### config.mk
export PLATFORM = sky130hd
export DESIGN_NAME = full_adder_bist
export DESIGN_NICKNAME = d
export VERILOG_FILES = /design/src/rtl/full_adder_bist_pkg.sv /design/src/rtl/full_adder_ref.sv /design/src/rtl/full_adder_bist.sv
export SDC_FILE = /design/constraint.sdc
export NUM_CORES = 1
export LEC_CHECK = 0
export CELL_PAD_IN_SITES_DETAIL_PLACEMENT = 0
export CELL_PAD_IN_SITES_GLOBAL_PLACEMENT = 2
export CORE_AREA = 2 2 67 69
export CTS_BUF_LIST = sky130_fd_sc_hd__clkbuf_8
export DETAILED_ROUTE_END_ITERATION = 8
export DIE_AREA = 0 0 69 71
export PLACE_DENSITY = 0.77
export SYNTH_ARGS = -nofsm -noshare
export SYNTH_HDL_FRONTEND = slang
export SYNTH_SLANG_ARGS = --single-unit
### constraint.sdc
create_clock -name clk -period 1.75 [get_ports clk]
set_input_delay 0.35 -clock clk [delete_from_list [all_inputs] [get_ports clk]]
set_output_delay 0.35 -clock clk [all_outputs]
set_load 0.1 [all_outputs]
### src/rtl/full_adder_bist_pkg.sv
// Shared types and sizing for the full-adder self-test controller.
package full_adder_bist_pkg;

    typedef enum logic [1:0] {
        IDLE  = 2'd0,
        APPLY = 2'd1,
        CHECK = 2'd2,
        DONE  = 2'd3
    } state_e;

    localparam int NUM_VECTORS = 8;
    localparam int VEC_W       = 3;
    localparam int CNT_W       = 4;
    localparam int WAIT_W      = 4;

    localparam logic [VEC_W-1:0] LAST_VEC = VEC_W'(NUM_VECTORS - 1);

endpackage

### src/rtl/full_adder_ref.sv
// Golden 1-bit full adder, written from the truth equations rather than
// from the adder under test so a shared netlist bug cannot mask itself.
module full_adder_ref (
    input  logic a_i,
    input  logic b_i,
    input  logic c_i,
    output logic exp_sum_o,
    output logic exp_carry_o
);

    assign exp_sum_o   = a_i ^ b_i ^ c_i;
    assign exp_carry_o = (a_i & b_i) | (b_i & c_i) | (a_i & c_i);

endmodule

### src/rtl/full_adder_bist.sv
// Self-test controller: walks all eight {a,b,c} vectors through the adder
// under test, compares the response with a golden model and records the
// failure count and the first failing vector.
//
// state | meaning
// IDLE  | waiting for start, operands parked at 0
// APPLY | vector idx driven, letting the adder settle for SETTLE cycles
// CHECK | response sampled and compared against the golden model
// DONE  | run finished, results held until the next start or rst
module full_adder_bist
    import full_adder_bist_pkg::*;
#(
    parameter int SETTLE = 1
) (
    input  logic             clk,
    input  logic             rst,
    input  logic             start,
    output logic             a,
    output logic             b,
    output logic             c,
    input  logic             sum_in,
    input  logic             carry_in,
    output logic             busy,
    output logic             done,
    output logic             pass,
    output logic [CNT_W-1:0] fail_count,
    output logic [VEC_W-1:0] first_fail_vec
);

    localparam logic [WAIT_W-1:0] SETTLE_LAST = WAIT_W'(SETTLE - 1);

    state_e              state_q, state_d;
    logic [VEC_W-1:0]    idx_q, idx_d;
    logic [WAIT_W-1:0]   wait_q, wait_d;
    logic [CNT_W-1:0]    fail_q, fail_d;
    logic [VEC_W-1:0]    first_q, first_d;
    logic                done_q, done_d;
    logic                pass_q, pass_d;

    logic [VEC_W-1:0]    vec;
    logic                exp_sum;
    logic                exp_carry;
    logic                mismatch;

    // idx is left at 7 after the last vector, so DONE naturally shows 3'b111.
    assign vec       = (state_q == IDLE) ? '0 : idx_q;
    assign {a, b, c} = vec;

    full_adder_ref u_ref (
        .a_i         (a),
        .b_i         (b),
        .c_i         (c),
        .exp_sum_o   (exp_sum),
        .exp_carry_o (exp_carry)
    );

    // One count per vector regardless of whether sum, carry or both are wrong.
    assign mismatch = (sum_in != exp_sum) || (carry_in != exp_carry);

    assign busy           = (state_q == APPLY) || (state_q == CHECK);
    assign done           = done_q;
    assign pass           = pass_q;
    assign fail_count     = fail_q;
    assign first_fail_vec = first_q;

    // Next-state and result-update logic.
    always_comb begin
        state_d = state_q;
        idx_d   = idx_q;
        wait_d  = wait_q;
        fail_d  = fail_q;
        first_d = first_q;
        done_d  = done_q;
        pass_d  = pass_q;

        case (state_q)
            IDLE, DONE: begin
                if (start) begin
                    state_d = APPLY;
                    idx_d   = '0;
                    wait_d  = '0;
                    fail_d  = '0;
                    first_d = '0;
                    done_d  = 1'b0;
                    pass_d  = 1'b0;
                end
            end
            APPLY: begin
                wait_d = wait_q + 4'd1;
                if (wait_q == SETTLE_LAST) begin
                    state_d = CHECK;
                end
            end
            CHECK: begin
                if (mismatch) begin
                    fail_d = fail_q + 4'd1;
                    if (fail_q == '0) begin
                        first_d = idx_q;
                    end
                end
                if (idx_q == LAST_VEC) begin
                    state_d = DONE;
                    done_d  = 1'b1;
                    pass_d  = (fail_d == '0);
                end else begin
                    idx_d   = idx_q + 3'd1;
                    wait_d  = '0;
                    state_d = APPLY;
                end
            end
            default: state_d = IDLE;
        endcase
    end

    // State and result registers with synchronous reset.
    always_ff @(posedge clk) begin
        if (rst) begin
            state_q <= IDLE;
            idx_q   <= '0;
            wait_q  <= '0;
            fail_q  <= '0;
            first_q <= '0;
            done_q  <= 1'b0;
            pass_q  <= 1'b0;
        end else begin
            state_q <= state_d;
            idx_q   <= idx_d;
            wait_q  <= wait_d;
            fail_q  <= fail_d;
            first_q <= first_d;
            done_q  <= done_d;
            pass_q  <= pass_d;
        end
    end

endmodule

Yosys cells after proc, flatten, opt, wreduce, memory -nomap -nowiden
Index checks and enable logic that the tools add are counted.
- logic and storage cells: 65
- output and inout port bits: 13
- input bits: 5
- flip-flop bits (word level): 18
- reductions and logical operators: 14
- bitwise gates (word level): 7
- add/subtract/negate cells: 3
- mux-type cells: 22
- eq/ne operators: 12
- operator list (cell ; count):
    $mux W4 ; 4
    $mux W3 ; 5
    $logic_not A4 Y1 ; 3
    $pmux W3 S2 ; 2
    $pmux W4 S3 ; 1
    $add A4 B1 Y4 const B ; 2
    $pmux W4 S2 ; 1
    $mux W2 ; 3
    $ne A2 B1 Y1 const B ; 3
    $ne A2 B2 Y1 const B ; 3
    $pmux W2 S3 ; 1
    $reduce_and A2 Y1 ; 3
    $reduce_and A3 Y1 ; 2
    $eq A2 B2 Y1 const B ; 2
    $pmux W1 S2 ; 2
    $reduce_and A4 Y1 ; 1
    $add A3 B1 Y3 const B ; 1
    $and A1 B1 Y1 ; 3
    $eq A3 B3 Y1 const B ; 1
    $mux W1 ; 3
    $eq A2 B1 Y1 const B ; 1
    $logic_not A2 Y1 ; 1
    $logic_or A1 B1 Y1 ; 2
    $ne A1 B1 Y1 ; 2
    other kinds (4) ; 6

Depth between registers and ports, before layout
Gate-level depths: netlist of the first run.
- depth in word-level cells: 12
- depth in mapped cells: 9

Cells and area by module
Synthesis of the first run repeated with hierarchy kept, for this count alone.
- cell total of the unflattened synthesis: 145
- area, all modules: 1243.7 um^2
- by module, submodules not included (module ; area an instance (um^2) ; cells each ; times used):
    full_adder_bist ; 1223.7 ; 144 ; 1
    full_adder_ref ; 20.0 ; 1 ; 1

Worst setup path before layout of the first run
OpenSTA, ideal clock, no wires.
- kind: register to register
- start point: reg state_q[0]
- end point: reg fail_q[2], in the netlist fail_count[2]
- cell stages (with the launch flop): 8
- data required time: 1.659 ns
- arrival: 2.368 ns
- path buffers: 1
- period minus slack after synthesis: 2.459 ns
- library setup time: 0.091 ns
- path slack: -0.709 ns
- path through: dfxtp_1 > inv_1 > ha_1 > clkbuf_1 > o21ai_0 > nor3_1 > a21oi_1 > a311oi_1
- longest elaborated chain between the ends: 10
- elaborated cells on any way between the ends: 21
- RTL lines (item ; RTL line ; source):
    start: declaration ; full_adder_bist.sv:32 ; state_e state_q, state_d;
    start signal: assignment ; full_adder_bist.sv:126 ; state_q <= state_d;
    $logic_not A2 Y1 ; full_adder_bist.sv:46, full_adder_bist.sv:76 ;
    $mux W3 ; full_adder_bist.sv:46 ; assign vec = (state_q == IDLE) ? '0 : idx_q;
    $and A1 B1 Y1 ; full_adder_ref.sv:12 ; assign exp_carry_o = (a_i & b_i) | (b_i & c_i) | (a_i & c_i);
    $or A1 B1 Y1 (2 in series) ; full_adder_ref.sv:12 ;
    $ne A1 B1 Y1 ; full_adder_bist.sv:58 ; assign mismatch = (sum_in != exp_sum) || (carry_in != exp_carry);
    $logic_or A1 B1 Y1 ; full_adder_bist.sv:58 ;
    $mux W4 ; full_adder_bist.sv:95 ; if (mismatch) begin
    $mux W4 ; full_adder_bist.sv:76 ; case (state_q)
    $pmux W4 S2 ; full_adder_bist.sv:76 ;
    end signal: assignment ; full_adder_bist.sv:129 ; fail_q <= fail_d;
    end: declaration ; full_adder_bist.sv:35 ; logic [CNT_W-1:0] fail_q, fail_d;
Parallel ways exist; a longest one is shown, timed or not. The select of a mux whose other input is x is not followed.
A chain may end at the register's enable or synchronous reset.

Worst setup path after layout of the first run
- start point: reg idx_q[2]
- end point: reg fail_q[3], in the netlist fail_count[3]
- longest elaborated chain between the ends: 9
- elaborated cells on any way between the ends: 13
- RTL lines (item ; RTL line ; source):
    start: declaration ; full_adder_bist.sv:33 ; logic [VEC_W-1:0] idx_q, idx_d;
    start signal: assignment ; full_adder_bist.sv:127 ; idx_q <= idx_d;
    $mux W3 * ; full_adder_bist.sv:46 ;
    $and A1 B1 Y1 ; full_adder_ref.sv:12 ;
    $or A1 B1 Y1 (2 in series) ; full_adder_ref.sv:12 ;
    $ne A1 B1 Y1 ; full_adder_bist.sv:58 ;
    $logic_or A1 B1 Y1 * ; full_adder_bist.sv:58 ;
    $mux W4 * ; full_adder_bist.sv:95 ;
    $mux W4 * ; full_adder_bist.sv:76 ;
    $pmux W4 S2 * ; full_adder_bist.sv:76 ;
Every way passes the cells marked *; elsewhere a longest branch is shown, timed or not. The select of a mux whose other input is x is not followed.

==> key figures, run 1 <==
Global routing
  • Largest net degree at the start of global routing: 22
  • Initial antenna violation count: 0
  • First-pass GRT wire length: roughly 4900 um
  • GRT Overall Usage: between 10 and 15%
  • GRT met1 Usage: between 10 and 15%
  • Most used routing layer: met2
  • Total gr overflow: 0
  • Vias in the first global route: between 1000 and 1500
  • Met2 usage: 24.0%
  • Met3 Use GR: 3.28%

Finish
  • Fin util: around 42%
  • Sequential cell area: roughly 370 sq um
  • # fillers: approximately 430
  • Area of the multi-input gates: between 800 and 900 sq um
  • Most frequent cells in the layout: 19 x nor2_1, 18 x buf_4, 15 x nand2_1
  • Area growth syn-to-layout: 51.2%
  • Final #Nets: 198
  • Design area: between 1500 and 2000 sq um
  • Share of cells above drive strength 1: a little over a third
  • Antenna cells: 0
  • Commonest non-fill, non-tap cell in the layout: nor2_1

Synthesis
  • Synth Warn #: 0
  • Largest family of logic cells by synthesized area: simple AND/OR/NAND/NOR gates
  • Synth Area in Compound Gates: a little under a quarter
  • Syn_nets: between 150 and 200
  • Post-Syn Instances: 150
  • Asr flop ratio synth: 0%
  • Multiplexer share of the synthesized area: 0.850%
  • Synth cell types: between 40 and 50
  • Adder-Cell Fraction of Synth Area: around a tenth
  • Synth Register Bits: 18
  • Syn Std Cell Area: between 1000 and 1500 sq um
  • Sequential share of the synthesized area: a little under a third
  • Number of synthesized flops with an enable pin: 0
  • Synth Area in Simple Gates: approximately a quarter
  • Primary FF master, synth: dfxtp_1
  • Synth Area in XOR/XNOR: 2.23%
  • Synth Area per Inst: around 8 sq um

Drt
  • ANT nets after route: 0
  • Initial drt markers: 14
  • Total wire length: between 2000 and 3000 um
  • DR vias: 1145
  • Vias/cell: 4.89
  • Pre-Repair DR Iteration Count: 4
  • DRC: 0
  • Average wire per standard cell: about 13 um

Pwr
  • PwrDens: around 690 nW/um^2
  • Total design power: 1.22 mW
  • Peak supply drop: around 0.4 mV
  • P_leak: ~0.7 nW

Clocking
  • Clock tree from TritonCTS: yes
  • # clock sinks: 18
  • Root buf cell: clkbuf_8
  • Clk slew on worst S/H paths: ~0.070 ns
  • Clock buffer count from CTS: 3
  • Htree depth: 1
  • Later-pin clock latency in the skew report: around 0.26 ns
  • Clk buf depth: 2

STA
  • Slew HR: ~75%
  • Actual slew at the worst max-slew pin: 0.374 ns
  • Skew final: 0.00646 ns
  • Final Slew Violations: 0
  • Fmax achieved: 578 MHz
  • RSZ-0062 raised after global routing: yes
  • Fin crit share: 98.9%
  • Worst Slack Setup Final: about 0.018 ns
  • Setup violators final: 0
  • Endpoints failing hold: 0
  • Fin crit period: about 1.7 ns

Setup path
  • Critical path class: flop to flop
  • Data required, critical path: slightly below 2 ns
  • Reg-to-reg critical path startpoint: idx_q[2]
  • Start point of the critical path: idx_q[2]
  • Worst Path Arrival: 1.92 ns
  • CP max FO: 6
  • CP Launch Type: flop
  • Crit. End Element: flop

Floorplanning
  • Initial Util: between 20% and 30%
  • Die ar.: 4900 sq um
  • Die height: ~71 um
  • DIE WIDTH: ~69 um
  • Rows: 24
  • Core area: about 4200 sq um
  • IO Count: 18

Placed design
  • Pre-CTS WS: -0.523 ns
  • Detailed placement HPWL: 2250 um
  • Port Buffers: 17
  • Routability Congestion: about 0.75
  • Cell Area, Placed: about 1700 sq um

Hold path
  • Worst hold path type: flop to flop
  • Hold Startpoint: wait_q[1]

Run status
  • Status: finished, final reports clean

Job
  • MaxCap Viol Count: 0
## where the power goes
group	switching [mW]	total (mW)	internal (mW)
registers	0.0181	0.444	0.426
clock network	0.145	0.301	0.156
logic	0.290	0.479	0.189
## per-layer routing
| layer | up-vias | wire length, um |
|---|---|---|
| met5 | - | 0 |
| met4 | 0 | 16 |
| met3 | 2 | 80 |
| met2 | 9 | 1560 |
| met1 | 542 | 1310 |
| li1 | 592 | - |
## metrics by stage
stage / std cells / setup TNS (ns) / hold WS, ns
final: 234 / 0 / 0.508
after floorplan: 150 / 0 / 0.462
after detailed placement: 228 / -3.25 / 0.495
after CTS: 233 / -0.00962 / 0.506
after global placement: 228 / -2.76 / 0.476
after global routing: 234 / -0.409 / 0.554
## cell type report
class / count / share of cell area [%]
multi-input combinational: 115 / 46.8
clock buffer: 3 / 2.32
sequential: 18 / 21.0
tap: 52 / 3.65
clock inverter: 1 / 0.211
inverter: 10 / 2.11
timing repair buffer: 35 / 23.9
## flip-flops by register name, summed over array words and instances, names as in the netlist
| register | flops |
|---|---|
| done | 1 |
| pass | 1 |
| idx_q | 3 |
| state_q | 2 |
| wait_q | 4 |
| first_fail_vec | 3 |
| fail_count | 4 |
## final timing paths
| check | endpoint | slack [ns] | cells past startpoint |
|---|---|---|---|
| worst min register to register | wait_q[1] | 0.51 | 2 |
| worst max-delay path | fail_count[3] | 0.02 | 7 |
| worst min-delay path | wait_q[1] | 0.51 | 2 |
| worst max register to register | fail_count[3] | 0.02 | 7 |
## kinds of logic after synthesis
kind of cell             Yosys count
buffers and inverters             17
AND/OR/NAND/NOR                   59
flip-flops                        18
AO/OA/AOI/OAI                     42
multiplexers                       1
adder cells (fa/ha/maj)           10
XOR/XNOR                           3
## synth_stat cells, types with 3 or more instances
cell type,count,share of area [%]
a31oi_1,3,1.6
nand2_1,15,4.8
clkbuf_1,4,1.3
nor2b_1,3,1.6
a21oi_1,13,5.5
o31ai_1,3,1.9
ha_1,10,11
nor3b_1,4,2.6
nor3_1,5,2.1
nand3b_1,3,1.9
dfxtp_1,18,31
nor2_1,20,6.4
inv_1,9,2.9
o21ai_0,7,3.0
## repair_timing
item,in CTS,in global routing
pin swaps,4,6
buffers inserted,1,1
gates resized for setup,4,16
setup endpoints to repair,9,15
hold buffers,0,0
## worst max-delay path, stage by stage (launching register included)
cell,delay (ns)
dfxtp_2,0.35
and3b_2,0.23
o21ai_4,0.17
a31oi_4,0.12
nor2_4,0.14
nand2_1,0.06
or4_1,0.46
a21oi_1,0.14
No activity file was read; power rests on OpenSTA's default activity.
==> run 2, diff against run 1 <==
- CAP_MARGIN: default -> 10
==> results of run 2 <==
Same layout as run 1: the final DEF is identical, and so are final timing and power.
